**src/rtl/gen_inv_round_keys.sv**
```systemverilog
// AES-128 decryption round-key generator: expands the cipher key forward to K10, then walks K10..K0 on request.
// Build macro INV_KEY_SELFCHECK_EN adds a sticky flag raised when the regenerated K0 differs from the loaded key.

module aes_sbox (
    input  logic [7:0] i_byte,
    output logic [7:0] o_byte
);
    // Multiplicative inverse computed as x^254 in GF(2^8), then the standard affine transform.
    function automatic logic [7:0] gf_mul(input logic [7:0] a, input logic [7:0] b);
        logic [7:0] p;
        logic [7:0] aa;
        p  = 8'h00;
        aa = a;
        for (int i = 0; i < 8; i++) begin
            if (b[i]) p = p ^ aa;
            aa = {aa[6:0], 1'b0} ^ (aa[7] ? 8'h1b : 8'h00);
        end
        return p;
    endfunction

    logic [7:0] w_x2, w_x3, w_x6, w_x12, w_x15, w_x30, w_x60, w_x120, w_x240, w_x252, w_inv;

    assign w_x2   = gf_mul(i_byte, i_byte);
    assign w_x3   = gf_mul(w_x2, i_byte);
    assign w_x6   = gf_mul(w_x3, w_x3);
    assign w_x12  = gf_mul(w_x6, w_x6);
    assign w_x15  = gf_mul(w_x12, w_x3);
    assign w_x30  = gf_mul(w_x15, w_x15);
    assign w_x60  = gf_mul(w_x30, w_x30);
    assign w_x120 = gf_mul(w_x60, w_x60);
    assign w_x240 = gf_mul(w_x120, w_x120);
    assign w_x252 = gf_mul(w_x240, w_x12);
    assign w_inv  = gf_mul(w_x252, w_x2);

    assign o_byte = w_inv ^ {w_inv[6:0], w_inv[7]} ^ {w_inv[5:0], w_inv[7:6]}
                  ^ {w_inv[4:0], w_inv[7:5]} ^ {w_inv[3:0], w_inv[7:4]} ^ 8'h63;
endmodule

module gen_inv_round_keys #(
    parameter int NUM_ROUNDS = 10
) (
    input  logic         clk,
    input  logic         rst,
    input  logic         key_load,
    input  logic [127:0] key_in,
    input  logic         key_next,
    output logic         key_busy,
    output logic         key_valid,
    output logic [127:0] round_key,
    output logic [3:0]   key_round,
    output logic         key_err
);
    localparam logic [3:0] LAST_ROUND = 4'(NUM_ROUNDS);

    typedef enum logic [1:0] {IDLE, EXPAND, READY} state_t;

    function automatic logic [7:0] rcon(input logic [3:0] r);
        case (r)
            4'd1:    return 8'h01;
            4'd2:    return 8'h02;
            4'd3:    return 8'h04;
            4'd4:    return 8'h08;
            4'd5:    return 8'h10;
            4'd6:    return 8'h20;
            4'd7:    return 8'h40;
            4'd8:    return 8'h80;
            4'd9:    return 8'h1b;
            4'd10:   return 8'h36;
            default: return 8'h00;
        endcase
    endfunction

    state_t       r_state, w_state_nxt;
    logic [127:0] r_key, w_key_nxt;
    logic [127:0] r_last, w_last_nxt;
    logic [3:0]   r_round, w_round_nxt;

    logic [31:0]  w_w0, w_w1, w_w2, w_w3;
    logic [31:0]  w_sub_in, w_rot, w_sub, w_temp;
    logic [127:0] w_fwd, w_inv;

    assign {w_w0, w_w1, w_w2, w_w3} = r_key;

    // One shared set of four S-boxes: forward rounds take w3 directly, inverse steps rebuild the older w3 first.
    assign w_sub_in = (r_state == EXPAND) ? w_w3 : (w_w3 ^ w_w2);
    assign w_rot    = {w_sub_in[23:0], w_sub_in[31:24]};

    for (genvar g = 0; g < 4; g++) begin : g_sbox
        aes_sbox u_sbox (.i_byte(w_rot[8*g +: 8]), .o_byte(w_sub[8*g +: 8]));
    end

    assign w_temp = w_sub ^ {rcon(r_round), 24'h000000};

    always_comb begin
        logic [31:0] f0, f1, f2, f3;
        f0    = w_w0 ^ w_temp;
        f1    = w_w1 ^ f0;
        f2    = w_w2 ^ f1;
        f3    = w_w3 ^ f2;
        w_fwd = {f0, f1, f2, f3};
        w_inv = {w_w0 ^ w_temp, w_w1 ^ w_w0, w_w2 ^ w_w1, w_w3 ^ w_w2};
    end

    always_comb begin
        // NOTE: every next-value gets its hold default first so no path leaves it unassigned (no latches).
        w_state_nxt = r_state;
        w_key_nxt   = r_key;
        w_last_nxt  = r_last;
        w_round_nxt = r_round;

        case (r_state)
            EXPAND: begin
                w_key_nxt = w_fwd;
                if (r_round == LAST_ROUND) begin
                    w_last_nxt  = w_fwd;
                    w_state_nxt = READY;
                end else begin
                    w_round_nxt = r_round + 4'd1;
                end
            end
            READY: begin
                if (key_next) begin
                    if (r_round != 4'd0) begin
                        w_key_nxt   = w_inv;
                        w_round_nxt = r_round - 4'd1;
                    end else begin
                        w_key_nxt   = r_last;
                        w_round_nxt = LAST_ROUND;
                    end
                end
            end
            default: ;
        endcase

        if (key_load) begin
            w_key_nxt   = key_in;
            w_round_nxt = 4'd1;
            w_state_nxt = EXPAND;
        end
    end

    // NOTE: state is updated with non-blocking assignments so every register samples pre-edge values.
    always_ff @(posedge clk) begin
        if (rst) begin
            r_state <= IDLE;
            r_key   <= '0;
            r_last  <= '0;
            r_round <= 4'd0;
        end else begin
            r_state <= w_state_nxt;
            r_key   <= w_key_nxt;
            r_last  <= w_last_nxt;
            r_round <= w_round_nxt;
        end
    end

    assign key_busy  = (r_state == EXPAND);
    assign key_valid = (r_state == READY);
    assign round_key = key_valid ? r_key : '0;
    assign key_round = key_valid ? r_round : 4'd0;

`ifdef INV_KEY_SELFCHECK_EN
    logic [127:0] r_orig;
    logic         r_err;

    always_ff @(posedge clk) begin
        if (rst) begin
            r_orig <= '0;
            r_err  <= 1'b0;
        end else if (key_load) begin
            r_orig <= key_in;
            r_err  <= 1'b0;
        end else if (r_state == READY && r_round == 4'd0 && r_key != r_orig) begin
            r_err <= 1'b1;
        end
    end

    assign key_err = r_err;
`else
    assign key_err = 1'b0;
`endif
endmodule

```
**config.mk**
```make
export PLATFORM = sky130hd
export DESIGN_NAME = gen_inv_round_keys
export DESIGN_NICKNAME = d
export VERILOG_FILES = /design/src/rtl/gen_inv_round_keys.sv
export SDC_FILE = /design/constraint.sdc
export NUM_CORES = 2
export LEC_CHECK = 0
export CAP_MARGIN = 20
export CORE_UTILIZATION = 35
export CTS_BUF_LIST = sky130_fd_sc_hd__clkbuf_8
export DETAILED_ROUTE_END_ITERATION = 12
export PLACE_DENSITY = 0.53
export SLEW_MARGIN = 15
export SYNTH_ARGS = -nofsm -noshare
export SYNTH_HDL_FRONTEND = slang
export SYNTH_SLANG_ARGS = --single-unit
```
**constraint.sdc**
```tcl
create_clock -name clk -period 29.7 [get_ports clk]
set_clock_uncertainty 0.1 [all_clocks]
set_input_delay 5.94 -clock clk [delete_from_list [all_inputs] [get_ports clk]]
set_output_delay 5.94 -clock clk [all_outputs]
set_load 0.03 [all_outputs]
```
==> metrics.cfg <==
[routing]
wl_mm=228.8
num_vias=61492
first_iter_violations=5154
drc_errors=0
ant_nets=0
avgViaCountPerCell=5.644
first_pass_iters=6
wire_per_inst_microns=21.00

[final_layout]
fin_util=0.3841
multiInputGateArea_sq_um=56520
layout_common_cells=1,282 x xnor2_1, 1,117 x nor2_1, 822 x nand2_1
final_nets=8561
seq_area_sq_um=5245
drive_gt1_frac=0.08211
final_common_cell=xnor2_1
area_delta_synth_final_pct=8.547
fillCellCount=19116

[yosys]
async_flop_share=0
syn_nets=8674
synth-seq-area-share=0.08070
synth_edf_count=0
netlist_area_sq_um=64990
synth.avg_cell_area_sq_um=7.641
synth_cells=8506
ys_top_cells_by_area=xnor2_1 17%, xnor3_1 12%, dfxtp_1 8.1%
yosys.area.top_type=xnor2_1
post-synth-top-area-fraction=0.1744
synth.distinct_cells=131
synth_seq_cells=262
yosysWarnings=0
ys.flop_type=dfxtp_1

[sta]
post-route-period-util=0.8821
finalSetupViolCount=0
period_minus_slack_ns=26.20
holdWs_ns=0.3506
drv_slew=0
final-hold-violation-count=0
rsz0062_at_grt=no
worstMarginPinSlew_ns=1.171
final.setup.tns_ns=0
max_freq_mhz=38.17
max_slew_margin=0.2163

[clock_tree]
cts_hold_buf=0
ctsResizeCount=0
insertion_delay_ns=0.65
cts_max_path_buffers=3
post-cts-setup-buffers=0
cts_tree=done
clockRootBuffer=clkbuf_8
cts.sinks=262
h-tree-depth=2
clkTransAtPathRegs_ns=0.06
cts_made_buffers=49

[min_path]
hold_path.class=register to register

[grt]
antenna_found_initial=4
grtUsageTotal=0.2345
grt_max_degree=97
first_global_vias=57873
grt_pass1_wl_mm=351.9
overflow=0

[placed_design]
dp_hpwl_mm=167.4
place.gp.congestion=0.9432
numPortBuffers=265

[flow_run]
maxCapViolCount=0

[worst_setup_path]
cp_slowest_cell=xor2_2
worstPathRequired_ns=30.13
cp_slowest_stage_delay_ns=0.88
critPathKind=register to register
crit_top_cell=xnor2_1
crit_arrival_ns=26.63
endpoint_kind=register
start_kind=register
crit_path_max_fanout=55

[run_status]
status=complete, no violations

[die]
fp.dieH_microns=432.9
initial_utilization=0.3539
io_pins=267
fp.coreArea_sq_um=183700
die_w_microns=432.9
dieArea_sq_um=187400
rows=157

## per-layer routing
layer,up-vias,part of all wire,global-route usage
met3,302,0.056,0.01771
met4,2,0.045,0.09574
met5,-,0.000052,0
met1,29672,0.44,0.3181
li1,29354,-,-
met2,2162,0.46,0.3825
## through the flow
| step | cells | instance area [sq um] | worst slack, ns |
|---|---|---|---|
| 3_5_place_dp | 10800 | 69510 | 3.792 |
| 2_1_floorplan | 8506 | 64990 | 8.557 |
| 5_1_grt | 10894 | 70550 | 1.788 |
| 6_report | 10895 | 70550 | 3.500 |
| 3_3_place_gp | 10799 | 69500 | 4.302 |
| 4_1_cts | 10886 | 70470 | 3.716 |
## synthesized netlist by cell type, types with 30 or more instances
library cell	instances
a211o_1	31
a211oi_1	116
a21o_1	32
a21oi_1	497
a221oi_1	49
a22oi_1	52
a31oi_1	65
and2_1	153
and3_1	58
buf_1	49
buf_2	135
buf_4	53
clkbuf_1	368
dfxtp_1	262
ha_1	36
inv_1	129
mux2_2	44
mux2i_1	214
nand2_1	825
nand2b_1	65
nand3_1	180
nand4_1	35
nor2_1	1123
nor2b_1	61
nor3_1	220
nor4_1	44
o211ai_1	89
o21ai_0	385
o21ai_1	40
o22ai_1	97
or2_2	31
or3_1	71
xnor2_1	1294
xnor2_2	114
xnor3_1	337
xor2_1	413
xor2_2	30
xor3_1	33
## area by class of cell
cell class,instances,share of cell area
well taps,2464,0.04370
inverters,160,0.008637
clock buffers,62,0.01210
clock inverters,24,0.001543
flip-flops and latches,262,0.07434
multi-input cells,7459,0.8011
repair buffers,461,0.05844
diodes,3,0.0001064
## flip-flops by register name (all words and copies together), names as in the netlist
name and cells:
r_state 2, r_key 128, r_last 128, r_round 4
## critical path, delay by kind of cell (launching register included)
kind                     cells  cell delay (ns)
XOR/XNOR                    33            14.56
adder cells (fa/ha/maj)      5             2.33
multiplexers                 1             0.10
AO/OA/AOI/OAI                8             2.32
buffers and inverters        9             2.66
flip-flops                   1             0.43
AND/OR/NAND/NOR             15             3.44
## cell families (layout without fill, tap and decap cells)
logic type,after synthesis,in the layout,synth area share
and+or+nand+nor,2998,2998,0.2101
xor gates and xnor gates,2265,2265,0.4124
AOI/OAI and AO/OA,1888,1888,0.1933
buffers and inverters,785,707,0.05311
muxes,271,271,0.04347
DFF,262,262,0.08070
adders and majority gates,36,36,0.006930
other,1,4,0.00005770
## final timing paths
kind	startpoint	to	slack (ns)	depth (start not counted)
hold / removal	r_last[9]	r_last[9]	0.35	2
setup reg to reg	r_state[1]	r_key[43]	3.50	71
setup / recovery	r_state[1]	r_key[43]	3.50	71
hold reg to reg	r_last[9]	r_last[9]	0.35	2
Power is left out: the tool's default activity adds up to more than one toggle a clock period on the data nets, which glitch-free logic cannot reach.
